File: src/rtl/skipjack_pkg.sv
// Shared widths, round bookkeeping and FSM encoding for the Skipjack round stepper.
package skipjack_pkg;

   localparam int NUM_ROUNDS = 32;
   localparam int WORD_W     = 16;
   localparam int BLOCK_W    = 64;
   localparam int KEY_W      = 80;
   localparam int ROUND_W    = $clog2(NUM_ROUNDS);

   localparam logic [ROUND_W-1:0] LAST_ROUND = ROUND_W'(NUM_ROUNDS - 1);

   typedef enum logic [1:0] {
      ST_IDLE   = 2'd0,
      ST_SEND_G = 2'd1,
      ST_WAIT_G = 2'd2,
      ST_DONE   = 2'd3
   } state_t;

   // Skipjack's counter is one-based while the round register is zero-based.
   function automatic logic [WORD_W-1:0] step_value(input logic [ROUND_W-1:0] round);
      return WORD_W'(round) + WORD_W'(1);
   endfunction

   // Rule B covers rounds 8-15 and 24-31.
   function automatic logic uses_rule_b(input logic [ROUND_W-1:0] round);
      return round[3];
   endfunction

endpackage

File: src/rtl/skipjack_stepper_rule_step.sv
// Combinational Skipjack Rule A / Rule B word shuffle for one round.
module rule_step
   import skipjack_pkg::*;
(
   input  logic [WORD_W-1:0] w1,
   input  logic [WORD_W-1:0] w2,
   input  logic [WORD_W-1:0] w3,
   input  logic [WORD_W-1:0] w4,
   input  logic [WORD_W-1:0] g,
   input  logic [WORD_W-1:0] k,
   input  logic              rule_b,
   output logic [WORD_W-1:0] w1_nxt,
   output logic [WORD_W-1:0] w2_nxt,
   output logic [WORD_W-1:0] w3_nxt,
   output logic [WORD_W-1:0] w4_nxt
);

   always_comb begin
      w2_nxt = g;
      w4_nxt = w3;
      if (rule_b) begin
         w1_nxt = w4;
         w3_nxt = w1 ^ w2 ^ k;
      end else begin
         w1_nxt = g ^ w4 ^ k;
         w3_nxt = w2;
      end
   end

endmodule

File: src/rtl/skipjack_stepper.sv
// Skipjack encryption round sequencer; the G-permutation lives outside on the g_* streams.
//
//   state     | meaning
//   ----------+----------------------------------------------------------
//   ST_IDLE   | waiting for a plaintext block, s_axis_tready high
//   ST_SEND_G | offering w1 to the G block for the current round
//   ST_WAIT_G | waiting for the G result, then applying Rule A or B
//   ST_DONE   | ciphertext presented on m_axis until accepted
module skipjack_stepper
   import skipjack_pkg::*;
(
   input  logic                 clk,
   input  logic                 rst,

   input  logic [BLOCK_W-1:0]   s_axis_tdata,
   input  logic                 s_axis_tvalid,
   output logic                 s_axis_tready,

   output logic [BLOCK_W-1:0]   m_axis_tdata,
   output logic                 m_axis_tvalid,
   input  logic                 m_axis_tready,

   input  logic [0:KEY_W-1]     key,

   output logic [WORD_W-1:0]    g_m_axis_tdata,
   output logic                 g_m_axis_tvalid,
   input  logic                 g_m_axis_tready,

   input  logic [WORD_W-1:0]    g_s_axis_tdata,
   input  logic                 g_s_axis_tvalid,
   output logic                 g_s_axis_tready,

   output logic [ROUND_W-1:0]   g_counter,
   output logic [0:KEY_W-1]     g_key
);

   state_t state, state_nxt;

   logic [WORD_W-1:0]  w1, w2, w3, w4;
   logic [WORD_W-1:0]  w1_nxt, w2_nxt, w3_nxt, w4_nxt;
   logic [ROUND_W-1:0] round;
   logic [0:KEY_W-1]   key_q;

   logic load_block;
   logic g_accept;

   rule_step u_rule_step (
      .w1     (w1),
      .w2     (w2),
      .w3     (w3),
      .w4     (w4),
      .g      (g_s_axis_tdata),
      .k      (step_value(round)),
      .rule_b (uses_rule_b(round)),
      .w1_nxt (w1_nxt),
      .w2_nxt (w2_nxt),
      .w3_nxt (w3_nxt),
      .w4_nxt (w4_nxt)
   );

   always_ff @(posedge clk) begin
      if (rst) begin
         state <= ST_IDLE;
      end else begin
         state <= state_nxt;
      end
   end

   always_comb begin
      state_nxt       = state;
      s_axis_tready   = 1'b0;
      g_m_axis_tvalid = 1'b0;
      g_s_axis_tready = 1'b0;
      m_axis_tvalid   = 1'b0;
      load_block      = 1'b0;
      g_accept        = 1'b0;
      case (state)
         ST_IDLE: begin
            s_axis_tready = 1'b1;
            if (s_axis_tvalid) begin
               load_block = 1'b1;
               state_nxt  = ST_SEND_G;
            end
         end
         ST_SEND_G: begin
            g_m_axis_tvalid = 1'b1;
            if (g_m_axis_tready) begin
               state_nxt = ST_WAIT_G;
            end
         end
         ST_WAIT_G: begin
            g_s_axis_tready = 1'b1;
            if (g_s_axis_tvalid) begin
               g_accept  = 1'b1;
               state_nxt = (round == LAST_ROUND) ? ST_DONE : ST_SEND_G;
            end
         end
         ST_DONE: begin
            m_axis_tvalid = 1'b1;
            if (m_axis_tready) begin
               state_nxt = ST_IDLE;
            end
         end
         default: state_nxt = ST_IDLE;
      endcase
   end

   // Key is captured with the block so later key changes cannot reach an in-flight block.
   always_ff @(posedge clk) begin
      if (rst) begin
         w1    <= '0;
         w2    <= '0;
         w3    <= '0;
         w4    <= '0;
         round <= '0;
         key_q <= '0;
      end else if (load_block) begin
         w1    <= s_axis_tdata[63:48];
         w2    <= s_axis_tdata[47:32];
         w3    <= s_axis_tdata[31:16];
         w4    <= s_axis_tdata[15:0];
         round <= '0;
         key_q <= key;
      end else if (g_accept) begin
         w1 <= w1_nxt;
         w2 <= w2_nxt;
         w3 <= w3_nxt;
         w4 <= w4_nxt;
         if (round != LAST_ROUND) begin
            round <= round + ROUND_W'(1);
         end
      end
   end

   // Intermediate words are masked so the ciphertext port only ever shows finished blocks.
   assign m_axis_tdata   = (state == ST_DONE) ? {w1, w2, w3, w4} : '0;
   assign g_m_axis_tdata = w1;
   assign g_counter      = round;
   assign g_key          = key_q;

endmodule

File: config.mk
export PLATFORM = sky130hd
export DESIGN_NAME = skipjack_stepper
export DESIGN_NICKNAME = d
export VERILOG_FILES = /design/src/rtl/skipjack_pkg.sv /design/src/rtl/skipjack_stepper_rule_step.sv /design/src/rtl/skipjack_stepper.sv
export SDC_FILE = /design/constraint.sdc
export NUM_CORES = 1
export LEC_CHECK = 0
export CAP_MARGIN = 10
export CORE_ASPECT_RATIO = 1.25
export CORE_MARGIN = 10
export CORE_UTILIZATION = 41
export DETAILED_ROUTE_END_ITERATION = 8
export PLACE_DENSITY = 0.8
export REMOVE_ABC_BUFFERS = 1
export SKIP_LAST_GASP = 1
export SLEW_MARGIN = 10
export SYNTH_ARGS = -nofsm -noshare
export SYNTH_HDL_FRONTEND = slang
export SYNTH_SLANG_ARGS = --single-unit
File: constraint.sdc
create_clock -name clk -period 2.8 [get_ports clk]
set_input_delay 0.84 -clock clk [delete_from_list [all_inputs] [get_ports clk]]
set_output_delay 0.84 -clock clk [all_outputs]
set_load 0.03 [all_outputs]
; ---- Word level (Yosys, flattened, before mapping)
; Index checks and enable logic that the tools add are counted.
[word_totals]
out_inout_bits = 169
elab_cells = 52
latch_bits = 0
n_memories = 0
reg_bits = 151
ram_bits = 0
inputBits = 166
mem_bits_ro = 0
[classes]
eq_ne = 9
shifts = 0
muxes = 25
n_div = 0
order_cmp = 0
n_bitwise = 4
n_reduce_logical = 5
add_sub_neg = 2
mul = 0
[ops]
columns = cell, n
row1 = 16-bit two-way mux, 10
row2 = 64-bit two-way mux, 1
row3 = 16-bit XOR, 2
row4 = 16-bit by 6-bit XOR with 16-bit output, 2
row5 = 2-bit two-way mux, 5
row6 = 1-bit two-way mux, 8
row7 = "2-bit != test, second input constant", 4
row8 = 2-bit case mux with 4 select lines, 1
row9 = "5-bit by 1-bit adder with 6-bit output, second input constant", 1
row10 = "5-bit by 1-bit adder with 5-bit output, second input constant", 1
row11 = "5-bit == test, second input constant", 1
row12 = "5-bit != test, second input constant", 1
row13 = "2-bit == test, second input constant", 2
row14 = 4-bit AND reduction, 1
row15 = "2-bit by 1-bit == test with 1-bit output, second input constant", 1
row16 = 2-bit logical NOT, 1
row17 = 2-bit AND reduction, 1
row18 = 2-bit nonzero test, 1
row19 = 2-bit OR reduction, 1

; ---- Depth between registers and ports, before layout
[depth]
ltp_word = 5
mapped_depth = 10
depth_no_buf = 7

; ---- By module
; From an unflattened synthesis, not the netlist that was laid out.
[unflattened]
cells_unflattened = 894
hier_area_um2 = 7327.0
[by_module_without_submodules]
columns = mod, seq_area_each_um2, cells_each, instances, area_each_um2
row1 = skipjack_stepper, 3022.9, 763, 1, 6372.4
row2 = rule_step, 0.0, 131, 1, 954.7

; ---- Least setup slack after synthesis
; No wires, ideal clock.
[synth_path]
kind = register -> register
startpoint = register round[3], in the netlist g_counter[3]
endpoint = register w1[4], in the netlist g_m_axis_tdata[4]
period_less_slack_ns = 2.233
n_path_buf = 3
required_time_ns = 2.683
t_arrival_ns = 2.116
setup_time_ns = 0.117
stages_incl_launch_ff = 9
slack_ns = 0.567
path_cell_list = dfxtp_1 > buf_2 > clkbuf_1 > buf_2 > and3_1 > ha_1 > xnor2_1 > or4_1 > a32o_1
[synth_via]
elab_chain_cells = 5
[synth_lines]
columns = element, line
row1 = "start, declared", skipjack_stepper.sv:41  ; logic [ROUND_W-1:0] round;
row2 = "start signal, assigned", skipjack_stepper.sv:130  ; round <= round + ROUND_W'(1);
row3 = 5-bit by 1-bit adder with 6-bit output, skipjack_pkg.sv:21  ; return WORD_W'(round) + WORD_W'(1);
row4 = named net u_rule_step.k[4], skipjack_stepper_rule_step.sv:10  ; input logic [WORD_W-1:0] k,
row5 = 16-bit by 6-bit XOR with 16-bit output, skipjack_stepper_rule_step.sv:25  ; w1_nxt = g ^ w4 ^ k;
row6 = 16-bit two-way mux, skipjack_stepper_rule_step.sv:21  ; if (rule_b) begin
row7 = 16-bit two-way mux, skipjack_stepper.sv:124  ; end else if (g_accept) begin
row8 = 16-bit two-way mux, skipjack_stepper.sv:117  ; end else if (load_block) begin
row9 = "end signal, assigned", skipjack_stepper.sv:118  ; w1 <= s_axis_tdata[63:48];
row10 = "end signal, assigned", skipjack_stepper.sv:125  ; w1 <= w1_nxt;
row11 = "end, declared", skipjack_stepper.sv:39  ; logic [WORD_W-1:0] w1, w2, w3, w4;
; The timed path passes the listed nets, and every way through them passes these cells. The select of a mux whose other input is x is not followed.
; A chain may end at the register's enable or synchronous reset.

; ---- Worst setup path in the final report
[layout_path]
startpoint = register state[0]
endpoint = output port m_axis_tdata[59]
[layout_via]
elab_chain_cells = 2
[layout_lines]
columns = element, line
row1 = "start, declared", skipjack_stepper.sv:37  ; state_t state, state_nxt;
row2 = "start signal, assigned", skipjack_stepper.sv:65  ; state <= state_nxt;
row3 = 2-bit == test, skipjack_stepper.sv:136  ; assign m_axis_tdata = (state == ST_DONE) ? {w1, w2, w3, w4} : '0;
row4 = 64-bit two-way mux, skipjack_stepper.sv:136
row5 = "end, declared", skipjack_stepper.sv:19  ; output logic [BLOCK_W-1:0] m_axis_tdata,
; Every way passes these cells.

==> results by group <==
Outcome
  • Status: finished clean

Critical path
  • Arrival @ worst endpoint: 1.91 ns
  • CP Data Required Time: 1.96 ns
  • R2r setup slk: 0.64 ns
  • Crit start category: flip-flop
  • Worst reg2reg startpoint: g_counter[0]
  • CP endpoint kind: primary output
  • Critical path startpoint: state[0]
  • Crit-path max FO: 24
  • Reg-to-reg endpoint: g_m_axis_tdata[4]
  • Crit Path Class: reg2out
  • Reg2Reg Depth: 6

CTS
  • Clock Sinks: 151
  • CTS tree: yes
  • Hold_buf cts: 0
  • Clock-pin slew on the worst setup and hold paths: 0.06 ns
  • Cts bufs inserted: 17
  • CTS resizes: 32
  • H-tree Lvls: 4
  • # Post-CTS Setup Buffers: 0
  • Clk buf depth: 2
  • Clock Tree Root: clkbuf_16
  • Clk Latency, worst-skew pair: 0.41 ns

Timing
  • Slew HR: 54.4%
  • Hold Vio Cnt, Final: 0
  • Fin. max-slew vios: 0
  • Final setup vio count: 0
  • Unrepaired setup endpoints after global routing: no
  • Fmax: 364 MHz
  • Worst-Margin Slew: 0.679 ns
  • Crit share post-route: 98.1%
  • Post-route setup TNS: 0 ns
  • Final min period: 2.75 ns
  • Final Skew: 0.00621 ns

Global routing
  • Gr ovfl total: 0
  • Largest net degree at the start of global routing: 110
  • Tot GR Track Use: 22.3%
  • Vias in the first global route: 7472
  • Initial antenna violation count: 5
  • Global-route wire length before repair: 40700 µm

Die
  • Die width: 137 µm
  • Chip height: 167 µm
  • Row count: 53
  • Initial Utilization: 41.9%
  • IO Count: 335
  • Total die area: 0.0229 mm²
  • Core Area: 0.0168 mm²

Yosys
  • Number of synthesized flops with an enable pin: 0
  • Synthesized flop and latch total: 151
  • Sequential-to-total area share from yosys stat: 42.9%
  • Largest area contributor in the synthesized netlist: dfxtp_1
  • Synth Flop Type: dfxtp_1
  • Post-synth cell types: 36
  • Top cells by area, synth: dfxtp_1 43%, nand2_1 15%, a21oi_1 8.0%
  • Synth top area share: 42.9%
  • Syn Inst Count: 924
  • Synthesized area: 0.00705 mm²
  • Yosys warnings: 0
  • Post-synth ARST share: 0%
  • Post-synthesis average cell area: 7.63 µm²

Placed design
  • RePlAce Congestion: 0.843
  • Port Buf Inserts: 334
  • Dpl hpwl: 19600 µm

Pwr
  • Comb power frac: 22.7%
  • Net switching power: 1.86 mW
  • VDD IR max: 0.000390 V
  • Clock Power Share: 37.3%
  • Int Power: 4.28 mW
  • Switching Share: 30.3%
  • Leak: 5.11 nW
  • Cell Pwr Density: 547 mW/mm²
  • Part of the power in registers: 40.0%

Route
  • Vias/cell: 5.18
  • DRC errors left: 0
  • Antenna viol nets, final: 0
  • Pre-antenna DRT Iters: 5
  • Routed WL: 26700 µm
  • Routed via count: 7506
  • Routed length per instance: 18.4 µm
  • Detailed Route Iter0 Violations: 485

Run
  • # Max-Cap Violations: 0

Final layout
  • Layout cells sized above 1: 5.30%
  • Nets@finish: 1382
  • Layout Utilization: 66.7%
  • Fill count: 1483
  • Layout overhead on the synthesized area: 59.2%

Hold path
  • Hold Path Origin: g_key[40]
  • Cell depth of the worst hold path: 2
  • Type of the worst min-delay path: reg2reg
  • Worst min-delay path endpoint: g_key[40]
[cells in the final DEF (no fill, tap or decap), types with 15 or more instances in the layout]
master and instances:
clkdlybuf4s50_1 271, xor2_1 17, and3_1 69, dfxtp_1 148
nand2_1 279, xnor2_1 19, dlygate4sd2_1 31, a311oi_1 32
a211o_1 21, nor2_1 58, nor2b_1 15, dlymetal6s2s_1 31
clkbuf_16 17, a21oi_1 113
[stage by stage]
stage / area [µm²] / instances / power, mW / setup slack (ns) / hold WS, ns
3_3_place_gp: 10600 / 1415 / 3.88 / 0.208 / 0.441
3_5_place_dp: 10600 / 1415 / 3.90 / 0.206 / 0.446
2_1_floorplan: 6620 / 838 / 3.15 / -1.72 / 0.439
5_1_grt: 11200 / 1450 / 6.40 / 0.00126 / 0.469
4_1_cts: 11100 / 1447 / 6.19 / 0.00462 / 0.454
6_report: 11200 / 1450 / 6.14 / 0.0531 / 0.452
[synth_stat cells, types with 4 or more instances]
master / count
nor3_1: 6
xor2_1: 17
a32oi_1: 5
xnor2_1: 19
inv_1: 4
a311oi_1: 32
buf_2: 23
a21oi_1: 113
nor2_1: 58
dfxtp_1: 151
buf_6: 9
nand2_1: 279
mux2i_1: 8
clkbuf_1: 50
a211o_1: 21
and3_1: 69
o21ai_0: 13
nor2b_1: 15
[registers in the layout (all words and copies together) (netlist names)]
name            count
w2                 16
g_counter           5
w3                 16
g_key              80
state               2
w4                 16
g_m_axis_tdata     16
[routing by layer]
layer | up-vias | part of all wire, % | GRT usage (%)
met1 | 3513 | 37 | 23.2
met4 | 0 | 2.3 | 7.99
li1 | 3703 | - | -
met5 | - | 0 | 0
met2 | 257 | 52 | 39.6
met3 | 33 | 9.1 | 8.25
[critical path, cell delays in order (launching register included)]
cell and delay (ns):
dfxtp_4 0.47, buf_12 0.19, and3_1 0.16, clkdlybuf4s50_1 0.67
[worst max path at each step]
stage                          to  slack [ns]
6_report         m_axis_tdata[59]        0.05
5_1_grt          m_axis_tdata[59]       0.001
4_1_cts          m_axis_tdata[44]       0.005
3_5_place_dp               w3[15]        0.21
3_3_place_gp   g_m_axis_tdata[11]        0.21
2_1_floorplan               w3[0]       -1.72
[power groups by stage]
stage | registers [mW] | logic [mW] | clock network, mW
floorplan | 2.68 | 0.467 | 0
global placement | 2.49 | 1.38 | 0
detailed placement | 2.50 | 1.40 | 0
CTS | 2.45 | 1.41 | 2.33
global route | 2.48 | 1.51 | 2.41
finish | 2.46 | 1.39 | 2.29
[cells by family (layout without fill, tap and decap cells)]
kind of cell,Yosys count,count (layout),synth area share [%]
fa+ha+maj,2,2,0.355
mux,9,9,1.30
compound gates,194,194,17.4
xor+xnor,36,36,4.47
other cells,0,3,0
buf+inv,90,393,6.32
simple gates,442,442,27.3
flops,151,151,42.9
[area by class of cell]
cell class | count | area [µm²] | share of cell area, %
repair buffers | 357 | 3730 | 33.2
multi-input cells | 683 | 3590 | 32.0
flip-flops and latches | 151 | 3030 | 27.0
clock buffers | 19 | 453 | 4.03
well taps | 220 | 275 | 2.45
clock inverters | 13 | 134 | 1.19
inverters | 4 | 15.0 | 0.134
diodes | 3 | 7.51 | 0.0669
Power figures use the tool's default switching activity.
